==> config.mk <==
export PLATFORM = sky130hd
export DESIGN_NAME = tmr_err_monitor_flat
export DESIGN_NICKNAME = d
export VERILOG_FILES = /design/src/rtl/tmr_err_monitor_if.sv /design/src/rtl/tmr_err_monitor.sv /design/src/flat_wrapper.sv
export SDC_FILE = /design/constraint.sdc
export NUM_CORES = 1
export LEC_CHECK = 0
export BUFFER_PORTS_ARGS = -buffer_cell sky130_fd_sc_hd__buf_2
export CAP_MARGIN = 20
export CORE_AREA = 8 8 71 73
export DETAILED_ROUTE_END_ITERATION = 16
export DIE_AREA = 0 0 79 81
export PLACE_DENSITY_LB_ADDON = 0.08
export SYNTH_ARGS = -nofsm -noshare
export SYNTH_HDL_FRONTEND = slang
export SYNTH_SLANG_ARGS = --single-unit
export TNS_END_PERCENT = 5
==> constraint.sdc <==
create_clock -name clk -period 2.8 [get_ports clk]
set_clock_uncertainty 0.05 [all_clocks]
set_input_delay 0.56 -clock clk [delete_from_list [all_inputs] [get_ports clk]]
set_output_delay 0.56 -clock clk [all_outputs]
set_load 0.05 [all_outputs]
==> src/rtl/tmr_err_monitor_if.sv <==
// Bus bundle between the TMR voters / refresh logic and tmr_err_monitor.
// The master side drives the error, clear and acknowledge inputs; the slave side
// (the monitor) drives the request and status outputs.
// Optional clear-on-read port set is included when TMR_ERR_CLR_ON_READ_EN is defined.
//
// Refresh handshake: scrub_req is a level request held high from the cycle after a
// scrub is triggered until the cycle after scrub_done is sampled high (or the wait
// times out). scrub_done is only looked at while scrub_req is high; a one-cycle
// pulse is enough, and a scrub_done sampled in the very first request cycle ends
// the request after a single cycle.
interface tmr_err_monitor_if #(
    parameter int NSRC  = 4,
    parameter int CNT_W = 16
);
    logic [NSRC-1:0]  tmr_err;
    logic             clr;
    logic             scrub_done;
    logic             scrub_req;
    logic [CNT_W-1:0] err_cnt;
    logic [NSRC-1:0]  err_mask;
    logic             err_flag;
    logic             scrub_fail;
    logic             fsm_state;   // debug: 0 = IDLE, 1 = REQ
`ifdef TMR_ERR_CLR_ON_READ_EN
    logic             rd_strb;
    logic [CNT_W-1:0] rd_cnt;
    logic [NSRC-1:0]  rd_mask;

    modport master (
        output tmr_err, clr, scrub_done, rd_strb,
        input  scrub_req, err_cnt, err_mask, err_flag, scrub_fail, fsm_state,
               rd_cnt, rd_mask
    );
    modport slave (
        input  tmr_err, clr, scrub_done, rd_strb,
        output scrub_req, err_cnt, err_mask, err_flag, scrub_fail, fsm_state,
               rd_cnt, rd_mask
    );
`else
    modport master (
        output tmr_err, clr, scrub_done,
        input  scrub_req, err_cnt, err_mask, err_flag, scrub_fail, fsm_state
    );
    modport slave (
        input  tmr_err, clr, scrub_done,
        output scrub_req, err_cnt, err_mask, err_flag, scrub_fail, fsm_state
    );
`endif
endinterface

==> src/rtl/tmr_err_monitor.sv <==
// tmr_err_monitor: watches voter mismatch flags from triplicated registers.
//  - saturating upset counter (popcount of tmr_err per cycle)
//  - sticky per-source mask and registered any-error flag
//  - scrub FSM (IDLE/REQ) that requests a refresh on any error or periodically,
//    with a bounded wait for scrub_done and a sticky timeout flag.
// Optional feature macro: TMR_ERR_CLR_ON_READ_EN adds rd_strb / rd_cnt / rd_mask,
// a snapshot-and-clear read of the counter and mask.
module tmr_err_monitor #(
    parameter int NSRC           = 4,
    parameter int CNT_W          = 16,
    parameter int SCRUB_INTERVAL = 1024,
    parameter int TIMEOUT        = 64
) (
    input  logic          clk,
    input  logic          rst,
    tmr_err_monitor_if.slave bus
);

    localparam int POP_W  = $clog2(NSRC + 1);
    localparam int SUM_W  = CNT_W + POP_W;
    localparam int TMR_W  = $clog2(SCRUB_INTERVAL);
    localparam int WAIT_W = $clog2(TIMEOUT);
    localparam logic [CNT_W-1:0] CNT_MAX = '1;

    typedef enum logic {
        ST_IDLE = 1'b0,
        ST_REQ  = 1'b1
    } state_t;

    logic [POP_W-1:0] pop;
    logic             wipe;
    logic [SUM_W-1:0] sum;
    logic [CNT_W-1:0] err_cnt_d,  err_cnt_q;
    logic [NSRC-1:0]  err_mask_d, err_mask_q;
    logic             err_flag_d, err_flag_q;

    state_t           state_q;
    logic [TMR_W-1:0] timer_q;
    logic [WAIT_W-1:0] wait_q;
    logic             scrub_req_q;
    logic             scrub_fail_q;

    // Number of sources flagging a mismatch this cycle.
    always_comb begin
        pop = '0;
        for (int i = 0; i < NSRC; i++) begin
            pop = pop + POP_W'(bus.tmr_err[i]);
        end
    end

    // Sources of a counter/mask clear; this cycle's errors are still added on top.
`ifdef TMR_ERR_CLR_ON_READ_EN
    assign wipe = bus.clr | bus.rd_strb;
`else
    assign wipe = bus.clr;
`endif

    // Next counter (saturating), sticky mask and flag.
    always_comb begin
        sum        = (wipe ? '0 : SUM_W'(err_cnt_q)) + SUM_W'(pop);
        err_cnt_d  = (sum > SUM_W'(CNT_MAX)) ? CNT_MAX : sum[CNT_W-1:0];
        err_mask_d = (wipe ? '0 : err_mask_q) | bus.tmr_err;
        err_flag_d = |err_mask_d;
    end

    // Counter, mask and flag registers.
    always_ff @(posedge clk or posedge rst) begin
        if (rst) begin
            err_cnt_q  <= '0;
            err_mask_q <= '0;
            err_flag_q <= 1'b0;
        end else begin
            err_cnt_q  <= err_cnt_d;
            err_mask_q <= err_mask_d;
            err_flag_q <= err_flag_d;
        end
    end

    // Scrub FSM: IDLE runs the periodic timer, REQ holds scrub_req and bounds the wait.
    // Errors arriving during REQ are counted above but do not extend the request.
    always_ff @(posedge clk or posedge rst) begin
        if (rst) begin
            state_q      <= ST_IDLE;
            timer_q      <= '0;
            wait_q       <= '0;
            scrub_req_q  <= 1'b0;
            scrub_fail_q <= 1'b0;
        end else begin
            // clr drops the sticky fail; a timeout in the same cycle re-sets it below.
            if (bus.clr) begin
                scrub_fail_q <= 1'b0;
            end
            case (state_q)
                ST_IDLE: begin
                    if ((|bus.tmr_err) || (timer_q == TMR_W'(SCRUB_INTERVAL - 1))) begin
                        state_q     <= ST_REQ;
                        scrub_req_q <= 1'b1;
                        timer_q     <= '0;
                        wait_q      <= '0;
                    end else begin
                        timer_q <= timer_q + TMR_W'(1);
                    end
                end
                ST_REQ: begin
                    // Done has priority over an expiring wait.
                    if (bus.scrub_done) begin
                        state_q     <= ST_IDLE;
                        scrub_req_q <= 1'b0;
                        timer_q     <= '0;
                    end else if (wait_q == WAIT_W'(TIMEOUT - 1)) begin
                        state_q      <= ST_IDLE;
                        scrub_req_q  <= 1'b0;
                        timer_q      <= '0;
                        scrub_fail_q <= 1'b1;
                    end else begin
                        wait_q <= wait_q + WAIT_W'(1);
                    end
                end
                default: begin
                    state_q     <= ST_IDLE;
                    scrub_req_q <= 1'b0;
                    timer_q     <= '0;
                end
            endcase
        end
    end

`ifdef TMR_ERR_CLR_ON_READ_EN
    logic [CNT_W-1:0] rd_cnt_d,  rd_cnt_q;
    logic [NSRC-1:0]  rd_mask_d, rd_mask_q;

    // Snapshot the pre-clear counter and mask on a read strobe; hold otherwise.
    always_comb begin
        rd_cnt_d  = rd_cnt_q;
        rd_mask_d = rd_mask_q;
        if (bus.rd_strb) begin
            rd_cnt_d  = err_cnt_q;
            rd_mask_d = err_mask_q;
        end
    end

    // Read snapshot registers.
    always_ff @(posedge clk or posedge rst) begin
        if (rst) begin
            rd_cnt_q  <= '0;
            rd_mask_q <= '0;
        end else begin
            rd_cnt_q  <= rd_cnt_d;
            rd_mask_q <= rd_mask_d;
        end
    end

    assign bus.rd_cnt  = rd_cnt_q;
    assign bus.rd_mask = rd_mask_q;
`endif

    assign bus.scrub_req  = scrub_req_q;
    assign bus.err_cnt    = err_cnt_q;
    assign bus.err_mask   = err_mask_q;
    assign bus.err_flag   = err_flag_q;
    assign bus.scrub_fail = scrub_fail_q;
    assign bus.fsm_state  = (state_q == ST_REQ);

endmodule

==> src/flat_wrapper.sv <==
// flat-port wrapper written by rule: the top's interface ports become plain ports
module tmr_err_monitor_flat 
#(
    parameter int NSRC           = 4,
    parameter int CNT_W          = 16,
    parameter int SCRUB_INTERVAL = 1024,
    parameter int TIMEOUT        = 64
)
  (clk, rst, bus_tmr_err, bus_clr, bus_scrub_done, bus_scrub_req, bus_err_cnt, bus_err_mask, bus_err_flag, bus_scrub_fail, bus_fsm_state);
  tmr_err_monitor_if #(.NSRC(NSRC), .CNT_W(CNT_W)) bus_i ();
  input  logic clk;
  input  logic rst;
  input wire logic [$bits(bus_i.tmr_err)-1:0] bus_tmr_err;
  input wire logic [$bits(bus_i.clr)-1:0] bus_clr;
  input wire logic [$bits(bus_i.scrub_done)-1:0] bus_scrub_done;
  output wire logic [$bits(bus_i.scrub_req)-1:0] bus_scrub_req;
  output wire logic [$bits(bus_i.err_cnt)-1:0] bus_err_cnt;
  output wire logic [$bits(bus_i.err_mask)-1:0] bus_err_mask;
  output wire logic [$bits(bus_i.err_flag)-1:0] bus_err_flag;
  output wire logic [$bits(bus_i.scrub_fail)-1:0] bus_scrub_fail;
  output wire logic [$bits(bus_i.fsm_state)-1:0] bus_fsm_state;
  assign bus_i.tmr_err = bus_tmr_err;
  assign bus_i.clr = bus_clr;
  assign bus_i.scrub_done = bus_scrub_done;
  assign bus_scrub_req = bus_i.scrub_req;
  assign bus_err_cnt = bus_i.err_cnt;
  assign bus_err_mask = bus_i.err_mask;
  assign bus_err_flag = bus_i.err_flag;
  assign bus_scrub_fail = bus_i.scrub_fail;
  assign bus_fsm_state = bus_i.fsm_state;
  tmr_err_monitor #(.NSRC(NSRC), .CNT_W(CNT_W), .SCRUB_INTERVAL(SCRUB_INTERVAL), .TIMEOUT(TIMEOUT)) u_core (.clk(clk), .rst(rst), .bus(bus_i));
endmodule
======== Yosys cells after proc, flatten, opt, wreduce, memory -nomap -nowiden ========
Cells that the tools add are included.
storage, ports and cells
  word-level logic and storage cells ...... 51
  output and inout port bits .............. 24
  register bits ........................... 40
  bits of input ports ..................... 8
operators by class
  bitwise operators ....................... 2
  reduce and logical (&&, ||, !) cells .... 5
  eq/ne operators ......................... 6
  multiplexer cells ....................... 23
  $add $sub $neg .......................... 6
  order comparisons ....................... 1
operator list
  kind                                                                    number
  16-bit two-way mux                                                      2
  10-bit two-way mux                                                      3
  10-bit case mux with 2 select lines                                     1
  19-bit by 3-bit adder with 19-bit output                                1
  19-bit by 16-bit > comparator with 1-bit output, second input constant  1
  6-bit two-way mux                                                       3
  6-bit case mux with 2 select lines                                      1
  10-bit by 1-bit adder with 10-bit output, second input constant         1
  10-bit equality test, second input constant                             1
  1-bit two-way mux                                                       10
  4-bit OR reduction                                                      2
  3-bit by 1-bit adder with 3-bit output                                  2
  6-bit by 1-bit adder with 6-bit output, second input constant           1
  6-bit equality test, second input constant                              1
  4-bit two-way mux                                                       1
  2-bit != test, second input constant                                    2
  4-bit OR                                                                1
  1-bit case mux with 2 select lines                                      2
  3-bit != test, second input constant                                    1
  3-bit AND reduction                                                     1
  1-bit by 1-bit adder with 2-bit output                                  1
  2-bit by 1-bit != test with 1-bit output, second input constant         1
  2-bit AND reduction                                                     1
  1-bit logical OR                                                        1
  1-bit inverter                                                          1

======== Longest topological paths before layout ========
  word-level depth ........................ 6
  gate-level depth with buffers ........... 11
  depth with buffers taken out ............ 10

======== Least setup slack after synthesis ========
Ideal clock, no wire load.
  kind .................................... input to register
  start ................................... input port bus_tmr_err[0]
  end ..................................... register u_core.err_cnt_q[10] (netlist: u_core.bus.err_cnt[10])
  buffers on the path ..................... 1
  cell stages on the path ................. 11
  required time ........................... 2.667 ns
  library setup time ...................... 0.083 ns
  path slack .............................. -0.287 ns
  arrival ................................. 2.955 ns
  cell sequence ........................... inv_1 ha_1 fa_1 ha_1 inv_1 fa_1 nand2b_1 a21oi_1 nand4_1 buf_2 o21ai_0
on the way
  longest elaborated chain between the ends .. 6
RTL lines
  element                                                 line                   RTL
  start, declared                                         flat_wrapper.sv:13     input wire logic [$bits(bus_i.tmr_err)-1:0] bus_tmr_err;
  1-bit by 1-bit adder with 2-bit output *                tmr_err_monitor.sv:47  pop = pop + POP_W'(bus.tmr_err[i]);
  3-bit by 1-bit adder with 3-bit output * (2 in series)  tmr_err_monitor.sv:47
  19-bit by 3-bit adder with 19-bit output *              tmr_err_monitor.sv:60  sum = (wipe ? '0 : SUM_W'(err_cnt_q)) + SUM_W'(pop);
  19-bit by 16-bit > comparator with 1-bit output         tmr_err_monitor.sv:61  err_cnt_d = (sum > SUM_W'(CNT_MAX)) ? CNT_MAX : sum[CNT_W-1:0];
  16-bit two-way mux *                                    tmr_err_monitor.sv:61
  net u_core.err_cnt_d[10]                                tmr_err_monitor.sv:33  logic [CNT_W-1:0] err_cnt_d, err_cnt_q;
  end signal, assigned                                    tmr_err_monitor.sv:73  err_cnt_q <= err_cnt_d;
  end, declared                                           tmr_err_monitor.sv:33
The timed path passes the listed nets; every way through them passes the cells marked *.
A chain may end at the register's enable or synchronous reset.

======== Worst setup path in the final report ========
  start ................................... input port bus_tmr_err[1]
  end ..................................... register u_core.err_cnt_q[10] (netlist: u_core.bus.err_cnt[10])
The elaborated chain is that of the path after synthesis.

==> results.sh <==
export IMPL_tightest_slew_ns=0.693
export IMPL_syn_nets=238
export IMPL_synth_compound_area_frac=0.171
export IMPL_cpLargestDelayFamily="adder cells"
export IMPL_yosys_area_share_simple=0.194
export IMPL_vdd_drop_max_uv=315
export IMPL_cts_tree="built"
export IMPL_dp_slack_ns=-0.287
export IMPL_period_needed_ns=2.74
export IMPL_status="complete, no violations"
export IMPL_yosys_top_cells_area="dfrtp_1 (47%), o21ai_0 (4.9%), ha_1 (4.7%)"
export IMPL_initial_core_util=0.548
export IMPL_fp_dieH_um=81
export IMPL_syn_inst=220
export IMPL_cp_end_kind="register"
export IMPL_synth_top_flop_cell="dfrtp_1"
export IMPL_crit_buf_inv=3
export IMPL_n_fill_cell=330
export IMPL_slew_headroom=0.536
export IMPL_grt_pass1_wl_um=8140
export IMPL_synth_top_family_by_area="simple AND/OR/NAND/NOR gates"
export IMPL_start_kind="input port"
export IMPL_antenna_found_initial=0
export IMPL_clock_sinks=40
export IMPL_slowest_stage="fa_1"
export IMPL_ys_seq_area_frac=0.466
export IMPL_cts_hold_fix_buffers=0
export IMPL_ant_nets=0
export IMPL_yosys_warnings=0
export IMPL_wl_um=4870
export IMPL_slew_viol_final=0
export IMPL_cp_arrival_ns=2.91
export IMPL_syn_to_final_growth_pct=23.8
export IMPL_dieArea_mm2=0.00640
export IMPL_path_class="input port to register"
export IMPL_grt_pass1_vias=1787
export IMPL_rows=23
export IMPL_path_clk_slew_ns=0.07
export IMPL_setup_violations=0
export IMPL_fin_crit_sh=0.979
export IMPL_overflow=0
export IMPL_clockBufferDepth=2
export IMPL_worstPathMaxFanout=3
export IMPL_synth_most_common_cell="dfrtp_1"
export IMPL_first_iter_violations=70
export IMPL_fin_ws_ns=0.0599
export IMPL_rrSetupSlack_ns=0.70
export IMPL_synthArstFlopShare=1.00
export IMPL_synthDominantCellAreaShare=0.466
export IMPL_hold_violations=0
export IMPL_synth_edf_count=0
export IMPL_synth_common_cells="dfrtp_1 (40), nand2_1 (22), o21ai_0 (21), inv_1 (15), nor2_1 (12)"
export IMPL_synth_mux_area_fraction=0
export IMPL_synth_seq_cells=40
export IMPL_fin_nets=291
export IMPL_fmax_ghz=0.365
export IMPL_avgSynthCellArea_um2=9.75
export IMPL_slowest_delay_ns=0.52
export IMPL_core_area_mm2=0.00391
export IMPL_insertion_delay_ns=0.29
export IMPL_num_vias=1796
export IMPL_hold_class="input port to async pin"
export IMPL_wl_per_cell_um=15.0
export IMPL_leakage_nw=1.21
export IMPL_ys_types=43
export IMPL_grt_use_total=0.160
export IMPL_synth_xor_xnor_area_share=0.0612
export IMPL_die_w_um=79
export IMPL_fin_hold_ws_ns=0.118
export IMPL_grt_max_degree=35
export IMPL_syn_area_mm2=0.00215
export IMPL_drive_above_1_share=0.255
export IMPL_maxCapViolCount=0
export IMPL_cp_cell_sequence="buf_4 > inv_12 > ha_4 > fa_1 > ha_2 > inv_2 > fa_2 > nand2b_4 > a2111o_1 > xor2_1 > o21ai_1"
export IMPL_h_tree_depth=2
export IMPL_pwr_density_cell_mw_per_mm2=596
export IMPL_synth_top_area_cell="dfrtp_1"
export IMPL_gp_congestion=0.744
export IMPL_port_buffers=31
export IMPL_drc=0
export IMPL_cp_required_ns=2.97
export IMPL_root_buffer="clkbuf_8"
export IMPL_viasPerCell=5.54
export IMPL_synthAdderAreaFrac=0.0653
export IMPL_insertedDiodeCount=0
export IMPL_first_pass_iters=4
export IMPL_rsz0062_at_grt="yes"
export IMPL_cts_made_buffers=5
export IMPL_ios=32
export IMPL_dpl_hpwl_um=3510
==> report_power, final <==
| group | internal [mW] | total (mW) | switching (mW) |
|---|---|---|---|
| Clock | 0.201 | 0.391 | 0.190 |
| Sequential | 0.637 | 0.687 | 0.0492 |
| Combinational | 0.163 | 0.504 | 0.341 |
| Total | 1.00 | 1.58 | 0.581 |
==> routing by layer <==
| metal | global-route usage | up-vias | share of wire |
|---|---|---|---|
| met5 | 0 | - | 0 |
| met4 | 0.0648 | 0 | 0.012 |
| met3 | 0.0453 | 6 | 0.032 |
| met2 | 0.267 | 27 | 0.50 |
| met1 | 0.191 | 876 | 0.45 |
| li1 | - | 887 | - |
==> cells in the final DEF (no fill, tap or decap), drive strengths merged, types with 5 or more instances in the layout <==
master / n
inv: 15
xnor2: 11
nor2: 12
dfrtp: 40
clkbuf: 8
nor2b: 7
nand3: 6
a2111oi: 5
o21ai: 21
nand2: 22
a21oi: 9
nand2b: 6
ha: 8
buf: 52
==> registers in the layout, summed over array words and instances (netlist names) <==
| register | cells |
|---|---|
| u_core.bus.err_cnt | 16 |
| u_core.bus.scrub_req | 1 |
| u_core.wait_q | 6 |
| u_core.bus.fsm_state | 1 |
| u_core.bus.scrub_fail | 1 |
| u_core.bus.err_flag | 1 |
| u_core.timer_q | 10 |
| u_core.bus.err_mask | 4 |
==> logic make-up after synthesis <==
kind of cell | Yosys count
compound gates | 56
xor+xnor | 15
fa+ha+maj | 10
buf+inv | 21
flops | 40
simple gates | 78
==> cell type report <==
type	instances	area (um2)	area share
multi-input cells	159	1110	0.420
flip-flops and latches	40	1000	0.377
repair buffers	52	319	0.120
clock buffers	8	90.1	0.0339
inverters	15	68.8	0.0259
well taps	50	62.6	0.0236
==> per-stage QoR <==
step,TNS (ns),power (mW),utilization,cell area (um2),cells
floorplan,-0.0522,1.04,-,2220,220
global placement,-2.83,1.20,0.653,2560,316
detailed placement,-3.50,1.20,0.653,2560,316
CTS,0,1.59,0.676,2650,324
global route,-0.0347,1.67,0.679,2660,324
finish,0,1.58,0.679,2660,324
==> final timing paths <==
| check | from | endpoint | cells after the start |
|---|---|---|---|
| min | rst | u_core.timer_q[5] | 2 |
| max in group asynchronous | rst | u_core.bus.err_cnt[3] | 3 |
| max | bus_tmr_err[1] | u_core.bus.err_cnt[10] | 11 |
| min reg2reg | u_core.bus.scrub_fail | u_core.bus.scrub_fail | 1 |
| max reg2reg | u_core.timer_q[0] | u_core.wait_q[1] | 5 |
| min in group clk | u_core.bus.scrub_fail | u_core.bus.scrub_fail | 1 |
==> timing repair <==
item                                    in CTS  in global routing
resized for setup                            0                  5
endpoints found under the setup margin       0                 11
buffers inserted                             0                  0
Note: power is estimated with default switching activity, not from simulation.
